### config.mk
export PLATFORM = sky130hd
export DESIGN_NAME = i2c_target
export DESIGN_NICKNAME = d
export VERILOG_FILES = /design/src/rtl/i2c_pkg.sv /design/src/rtl/i2c_line_sync.sv /design/src/rtl/i2c_target.sv
export SDC_FILE = /design/constraint.sdc
export NUM_CORES = 1
export LEC_CHECK = 0
export ABC_AREA = 0
export CAP_MARGIN = 20
export CELL_PAD_IN_SITES_DETAIL_PLACEMENT = 0
export CELL_PAD_IN_SITES_GLOBAL_PLACEMENT = 2
export CORE_UTILIZATION = 35
export DETAILED_ROUTE_END_ITERATION = 12
export PLACE_DENSITY_LB_ADDON = 0.05
export SYNTH_ARGS = -nofsm -noshare
export SYNTH_HDL_FRONTEND = slang
export SYNTH_HIERARCHICAL = 1
export SYNTH_SLANG_ARGS = --single-unit
### constraint.sdc
create_clock -name clk -period 4.2 [get_ports clk]
set_input_delay 0.84 -clock clk [delete_from_list [all_inputs] [get_ports clk]]
set_output_delay 0.84 -clock clk [all_outputs]
set_load 0.05 [all_outputs]
### src/rtl/i2c_pkg.sv
// Shared types and constants for the I2C target engine.
package i2c_pkg;

  // Byte-level protocol states of the target.
  typedef enum logic [2:0] {
    ST_IDLE,
    ST_ADDR,
    ST_ADDR_ACK,
    ST_WRITE,
    ST_WRITE_ACK,
    ST_READ,
    ST_READ_ACK,
    ST_IGNORE
  } i2c_state_e;

  localparam logic I2C_ACK      = 1'b0;
  localparam logic I2C_NACK     = 1'b1;
  localparam logic I2C_RW_WRITE = 1'b0;
  localparam logic I2C_RW_READ  = 1'b1;

  // The target owns the transfer from the address ACK up to the end of a read ACK slot.
  function automatic logic state_is_busy(input i2c_state_e s);
    return (s == ST_ADDR_ACK) || (s == ST_WRITE) || (s == ST_WRITE_ACK) ||
           (s == ST_READ) || (s == ST_READ_ACK);
  endfunction

endpackage

### src/rtl/i2c_line_sync.sv
// Synchronizer plus edge detector for one asynchronous I2C pad line.
// Optional 3-sample majority filter: I2C_TARGET_GLITCH_FILTER_EN.
module i2c_line_sync #(
  parameter int STAGES = 2
) (
  input  logic clk,
  input  logic rst,
  input  logic line_i,
  output logic level_o,
  output logic rise_o,
  output logic fall_o
);

  logic [STAGES-1:0] sync_q;
  logic              sync_out;
  logic              clean;
  logic              prev_q;

  // Metastability chain; resets to 1 because an idle bus is pulled high.
  always_ff @(posedge clk) begin
    if (rst) sync_q <= '1;
    else     sync_q <= {sync_q[STAGES-2:0], line_i};
  end

  assign sync_out = sync_q[STAGES-1];

`ifdef I2C_TARGET_GLITCH_FILTER_EN
  logic [1:0] hist_q;

  // Two older samples kept for the majority vote.
  always_ff @(posedge clk) begin
    if (rst) hist_q <= 2'b11;
    else     hist_q <= {hist_q[0], sync_out};
  end

  // A single-cycle pulse only ever occupies one of the three votes.
  assign clean = (sync_out & hist_q[0]) | (sync_out & hist_q[1]) | (hist_q[0] & hist_q[1]);
`else
  assign clean = sync_out;
`endif

  // Previous clean sample for edge detection.
  always_ff @(posedge clk) begin
    if (rst) prev_q <= 1'b1;
    else     prev_q <= clean;
  end

  assign level_o = clean;
  assign rise_o  = clean & ~prev_q;
  assign fall_o  = ~clean & prev_q;

endmodule

### src/rtl/i2c_target.sv
// Byte-level I2C target: START/STOP detection, 7-bit address match,
// write-byte reception and read-byte transmission.
// Optional glitch filter on both lines: I2C_TARGET_GLITCH_FILTER_EN.
module i2c_target
  import i2c_pkg::*;
#(
  parameter logic [6:0] ADDR        = 7'h50,
  parameter int         SYNC_STAGES = 2
) (
  input  logic       clk,
  input  logic       rst,
  input  logic       scl_i,
  input  logic       sda_i,
  output logic       sda_oe,
  output logic [7:0] rx_data,
  output logic       rx_valid,
  input  logic [7:0] tx_data,
  output logic       tx_req,
  output logic       start_det,
  output logic       stop_det,
  output logic       busy
);

  logic scl_lvl, scl_rise, scl_fall;
  logic sda_lvl, sda_rise, sda_fall;

  i2c_line_sync #(.STAGES(SYNC_STAGES)) u_scl_sync (
    .clk(clk), .rst(rst), .line_i(scl_i),
    .level_o(scl_lvl), .rise_o(scl_rise), .fall_o(scl_fall)
  );

  i2c_line_sync #(.STAGES(SYNC_STAGES)) u_sda_sync (
    .clk(clk), .rst(rst), .line_i(sda_i),
    .level_o(sda_lvl), .rise_o(sda_rise), .fall_o(sda_fall)
  );

  i2c_state_e state_q, state_d;
  logic [2:0] bit_cnt_q, bit_cnt_d;
  logic [7:0] shift_q, shift_d;
  logic [7:0] rx_data_q, rx_data_d;
  logic       sda_oe_q, sda_oe_d;
  logic       rx_valid_q, rx_valid_d;
  logic       tx_req_q, tx_req_d;
  logic       start_q, start_d;
  logic       stop_q, stop_d;
  logic       rw_q, rw_d;
  logic       ack_got_q, ack_got_d;

  logic       start_cond, stop_cond;
  logic [7:0] byte_in;

  assign start_cond = sda_fall & scl_lvl;
  assign stop_cond  = sda_rise & scl_lvl;
  assign byte_in    = {shift_q[6:0], sda_lvl};

  // State and datapath registers.
  always_ff @(posedge clk) begin
    if (rst) begin
      state_q    <= ST_IDLE;
      bit_cnt_q  <= 3'd0;
      shift_q    <= 8'h00;
      rx_data_q  <= 8'h00;
      sda_oe_q   <= 1'b0;
      rx_valid_q <= 1'b0;
      tx_req_q   <= 1'b0;
      start_q    <= 1'b0;
      stop_q     <= 1'b0;
      rw_q       <= I2C_RW_WRITE;
      ack_got_q  <= 1'b0;
    end else begin
      state_q    <= state_d;
      bit_cnt_q  <= bit_cnt_d;
      shift_q    <= shift_d;
      rx_data_q  <= rx_data_d;
      sda_oe_q   <= sda_oe_d;
      rx_valid_q <= rx_valid_d;
      tx_req_q   <= tx_req_d;
      start_q    <= start_d;
      stop_q     <= stop_d;
      rw_q       <= rw_d;
      ack_got_q  <= ack_got_d;
    end
  end

  // Next-state and output logic; bus conditions take priority over bit traffic.
  always_comb begin
    state_d    = state_q;
    bit_cnt_d  = bit_cnt_q;
    shift_d    = shift_q;
    rx_data_d  = rx_data_q;
    sda_oe_d   = sda_oe_q;
    rx_valid_d = 1'b0;
    tx_req_d   = 1'b0;
    start_d    = 1'b0;
    stop_d     = 1'b0;
    rw_d       = rw_q;
    ack_got_d  = ack_got_q;

    if (start_cond) begin
      state_d   = ST_ADDR;
      bit_cnt_d = 3'd0;
      sda_oe_d  = 1'b0;
      start_d   = 1'b1;
      ack_got_d = 1'b0;
    end else if (stop_cond) begin
      state_d   = ST_IDLE;
      bit_cnt_d = 3'd0;
      sda_oe_d  = 1'b0;
      stop_d    = 1'b1;
      ack_got_d = 1'b0;
    end else begin
      case (state_q)
        ST_ADDR: begin
          if (scl_rise) begin
            shift_d   = byte_in;
            bit_cnt_d = bit_cnt_q + 3'd1;
            if (bit_cnt_q == 3'd7) begin
              rw_d    = sda_lvl;
              state_d = (shift_q[6:0] == ADDR) ? ST_ADDR_ACK : ST_IGNORE;
            end
          end
        end

        // sda_oe doubles as the phase flag: first fall drives ACK, second ends the slot.
        ST_ADDR_ACK, ST_WRITE_ACK: begin
          if (scl_fall) begin
            if (!sda_oe_q) begin
              sda_oe_d = ~I2C_ACK;
              if (state_q == ST_ADDR_ACK && rw_q == I2C_RW_READ) tx_req_d = 1'b1;
            end else begin
              bit_cnt_d = 3'd0;
              if (state_q == ST_ADDR_ACK && rw_q == I2C_RW_READ) begin
                shift_d  = tx_data;
                sda_oe_d = ~tx_data[7];
                state_d  = ST_READ;
              end else begin
                sda_oe_d = 1'b0;
                state_d  = ST_WRITE;
              end
            end
          end
        end

        ST_WRITE: begin
          if (scl_rise) begin
            shift_d   = byte_in;
            bit_cnt_d = bit_cnt_q + 3'd1;
            if (bit_cnt_q == 3'd7) begin
              rx_data_d  = byte_in;
              rx_valid_d = 1'b1;
              state_d    = ST_WRITE_ACK;
            end
          end
        end

        ST_READ: begin
          if (scl_rise) begin
            bit_cnt_d = bit_cnt_q + 3'd1;
            if (bit_cnt_q == 3'd7) state_d = ST_READ_ACK;
          end else if (scl_fall) begin
            shift_d  = {shift_q[6:0], 1'b0};
            sda_oe_d = ~shift_q[6];
          end
        end

        // Release after the last data bit, sample the controller's ACK, then reload.
        ST_READ_ACK: begin
          if (scl_fall) begin
            if (ack_got_q) begin
              ack_got_d = 1'b0;
              bit_cnt_d = 3'd0;
              shift_d   = tx_data;
              sda_oe_d  = ~tx_data[7];
              state_d   = ST_READ;
            end else begin
              sda_oe_d = 1'b0;
            end
          end else if (scl_rise) begin
            if (sda_lvl == I2C_ACK) begin
              tx_req_d  = 1'b1;
              ack_got_d = 1'b1;
            end else begin
              state_d = ST_IGNORE;
            end
          end
        end

        default: ;
      endcase
    end
  end

  assign sda_oe    = sda_oe_q;
  assign rx_data   = rx_data_q;
  assign rx_valid  = rx_valid_q;
  assign tx_req    = tx_req_q;
  assign start_det = start_q;
  assign stop_det  = stop_q;
  assign busy      = state_is_busy(state_q);

endmodule
==> flow_summary.yaml <==
global_route:
  grt-ovfl-total: 0
  grt_pass1_vias: 1290
  grtUsageMet2: 0.2442
  use_met3: 0.03611
  use_met1: 0.2211
  grt_max_degree: 27
  gr-max-usage-layer: "met2"
  antenna_found_initial: 0
  grt_use_total: 0.1615
  grt_pass1_wl_mm: 6.348
cells_and_area:
  antennaDiodeCount: 0
  fin_util: 0.4400
  layout-drive-gt1-share: 0.09179
  syn_to_final_growth_pct: 21.51
  post_layout_nonfiller_instances: 274
  layout.nets: 220
  multi_input_area_um2: 938.4
  fillerInstances: 460
  design_area_um2: 2078
  seqCellArea_um2: 680.7
die:
  start_util: 0.3621
  num_rows: 25
  die_w_um: 71.91
  die_y_um: 71.91
  core_um2: 4723
  dieArea_um2: 5170
  ios: 26
sta:
  setup_viol: 0
  fin_setup_tns_ns: 0
  fmax_mhz: 314.3
  timing.final.crit_share: 0.7576
  rsz0062_at_grt: "no"
  relSlewSlack: 0.2867
  fin_crit_ns: 3.182
  final.setup_skew_ns: 0.004312
  drv_slew: 0
  worst_slew_pin_slew_ns: 1.068
  finalHoldViolCount: 0
logic_synthesis:
  ys_types: 47
  synth.avg_cell_area_um2: 9.196
  synth_edf_count: 0
  synth_area_um2: 1710
  async_flop_share: 0
  synth_top_area_share: 0.3980
  yosysWarnings: 6
  synth_top_flop_cell: "dfxtp_1"
  synth_top_cell_by_area: "dfxtp_1"
  synth_nets: 200
  ys_seq_elements: 34
  yosys-top-cells-area: "dfxtp_1, mux2i_1, nor2_1"
  ys_seq_area_frac: 0.3980
  syn_inst: 186
pwr:
  power.density_nw_per_um2: 329.3
  finalPower_uw: 684.3
  p_leak_nw: 0.7194
  ir_worst_vdd_uv: 153.6
worst_setup_path:
  r2r_slack_ns: 1.40
  cp-end-kind: "primary output"
  cp-start-kind: "flop"
  reg2reg_depth: 6
  r2r-end: "rx_data[2]"
  path_max_fanout: 25
  r2r-start: "u_scl_sync/sync_q[1]"
  critPathKind: "flop to primary output"
  crit_arrival_ns: 2.34
  required_ns: 3.36
detailed_routing:
  vias: 1363
  ant_nets: 0
  drt-total-wl_mm: 3.856
  viasPerCell: 4.974
  drc_errors: 0
  post_drt_wl_per_cell_um: 14.07
  first_iter_violations: 53
  drt_first_pass_iters: 4
min_path:
  min_path_type: "flop to flop"
  hold_depth: 1
  hp-start: "u_sda_sync/sync_q[0]"
  min_delay_worst_endpoint: "u_sda_sync/sync_q[1]"
clocking:
  cts_buffers: 5
  clockBufferDepth: 2
  cts_resized: 0
  cts_tree: "done"
  cts_root_buf: "clkbuf_8"
  insertion_delay_ns: 0.28
  cts_num_sinks: 34
  cts_hold_buf: 0
  clk_pin_slew_ns: 0.07
  h-tree-depth: 2
  cts_setup_buffers: 0
placement:
  port_buffers: 25
  place_inst: 266
  hpwl_mm: 2.612
  gp_congestion: 0.8038
  placed_cell_area_um2: 1983
status:
  status: "completed"
job:
  drv_cap: 0
-- layout by cell type (no fill, tap or decap), types with 2 or more instances in the layout --
cell / count
and2b_1: 2
a211oi_1: 3
inv_1: 4
a22o_1: 2
dfxtp_1: 34
nor3_1: 3
nor3b_1: 2
or2_1: 8
a21oi_1: 6
a31oi_1: 3
nand2b_1: 4
nor2b_1: 6
nor4bb_1: 2
buf_4: 2
o21ai_1: 2
clkbuf_8: 6
nand3_1: 9
nor2_1: 22
and3b_1: 6
ha_1: 2
o21ai_0: 5
nand2_1: 5
a211oi_2: 4
mux2i_1: 17
clkdlybuf4s50_1: 25
-- report_power, final --
group / leakage, nW / total, mW / internal (mW) / switching, mW
registers: 0.276 / 0.351 / 0.332 / 0.0191
logic: 0.396 / 0.0825 / 0.0398 / 0.0427
clock network: 0.0472 / 0.251 / 0.132 / 0.119
total: 0.719 / 0.684 / 0.503 / 0.181
-- cell families after synthesis --
logic type,after synthesis,synth area share
AOI/OAI and AO/OA,38,0.1770
muxes,18,0.1061
and+or+nand+nor,76,0.2509
buffers and inverters,18,0.05339
adders and majority gates,2,0.01463
DFF,34,0.3980
-- through the flow --
step,hold WS [ns],worst slack (ns)
floorplan,0.3832,2.095
global placement,0.3869,1.385
detailed placement,0.3920,1.372
CTS,0.4099,1.049
global route,0.4306,0.9159
finish,0.4071,1.018
-- worst max-delay path by stage --
stage,start,end,slack [ns],cells past startpoint
after floorplan,state_q[0],busy,2.09,5
after global placement,state_q[1],busy,1.38,3
after detailed placement,state_q[1],busy,1.37,3
after CTS,state_q[1],busy,1.05,3
after global routing,state_q[1],busy,0.92,3
final,state_q[1],busy,1.02,3
-- sequential cells by signal (all words and copies together), names as in the netlist --
register           cells
stop_det               1
u_sda_sync/prev_q      1
ack_got_q              1
start_det              1
bit_cnt_q              3
u_scl_sync/prev_q      1
rw_q                   1
u_sda_sync/sync_q      2
rx_data                8
state_q                3
rx_valid               1
sda_oe                 1
u_scl_sync/sync_q      2
tx_req                 1
shift_q                7
-- synth_stat cells (2+ instances only) --
master / count
a211oi_2: 4
o21ai_0: 5
and2b_1: 2
nor3_1: 3
a21oi_1: 6
nand2b_1: 4
buf_2: 7
dfxtp_1: 34
mux2i_1: 17
nor3b_1: 2
inv_1: 4
ha_1: 2
and3b_1: 6
nor4bb_1: 2
nor2b_1: 6
a211oi_1: 3
a22o_1: 2
nand3_1: 9
or2_1: 8
buf_6: 2
nand2_1: 5
o21ai_1: 2
clkbuf_1: 4
a31oi_1: 3
nor2_1: 22
-- final cells by class --
class                      instances  share of cell area
clock buffer                       6             0.03974
clock inverter                     2            0.006020
inverter                           4            0.007225
multi-input combinational        134              0.4515
sequential                        34              0.3275
tap                               67             0.04034
timing repair buffer              27              0.1276
-- metal layers --
layer	part of all wire	vias to the layer above
li1	-	702
met1	0.51	633
met2	0.44	22
met3	0.030	6
met4	0.013	0
met5	0	-
-- critical path, stage by stage, from the launching register on --
cell and delay (ns):
dfxtp_1 0.82, o21ai_0 0.32, inv_1 0.10, clkdlybuf4s50_1 0.81
Power figures use the tool's default switching activity.
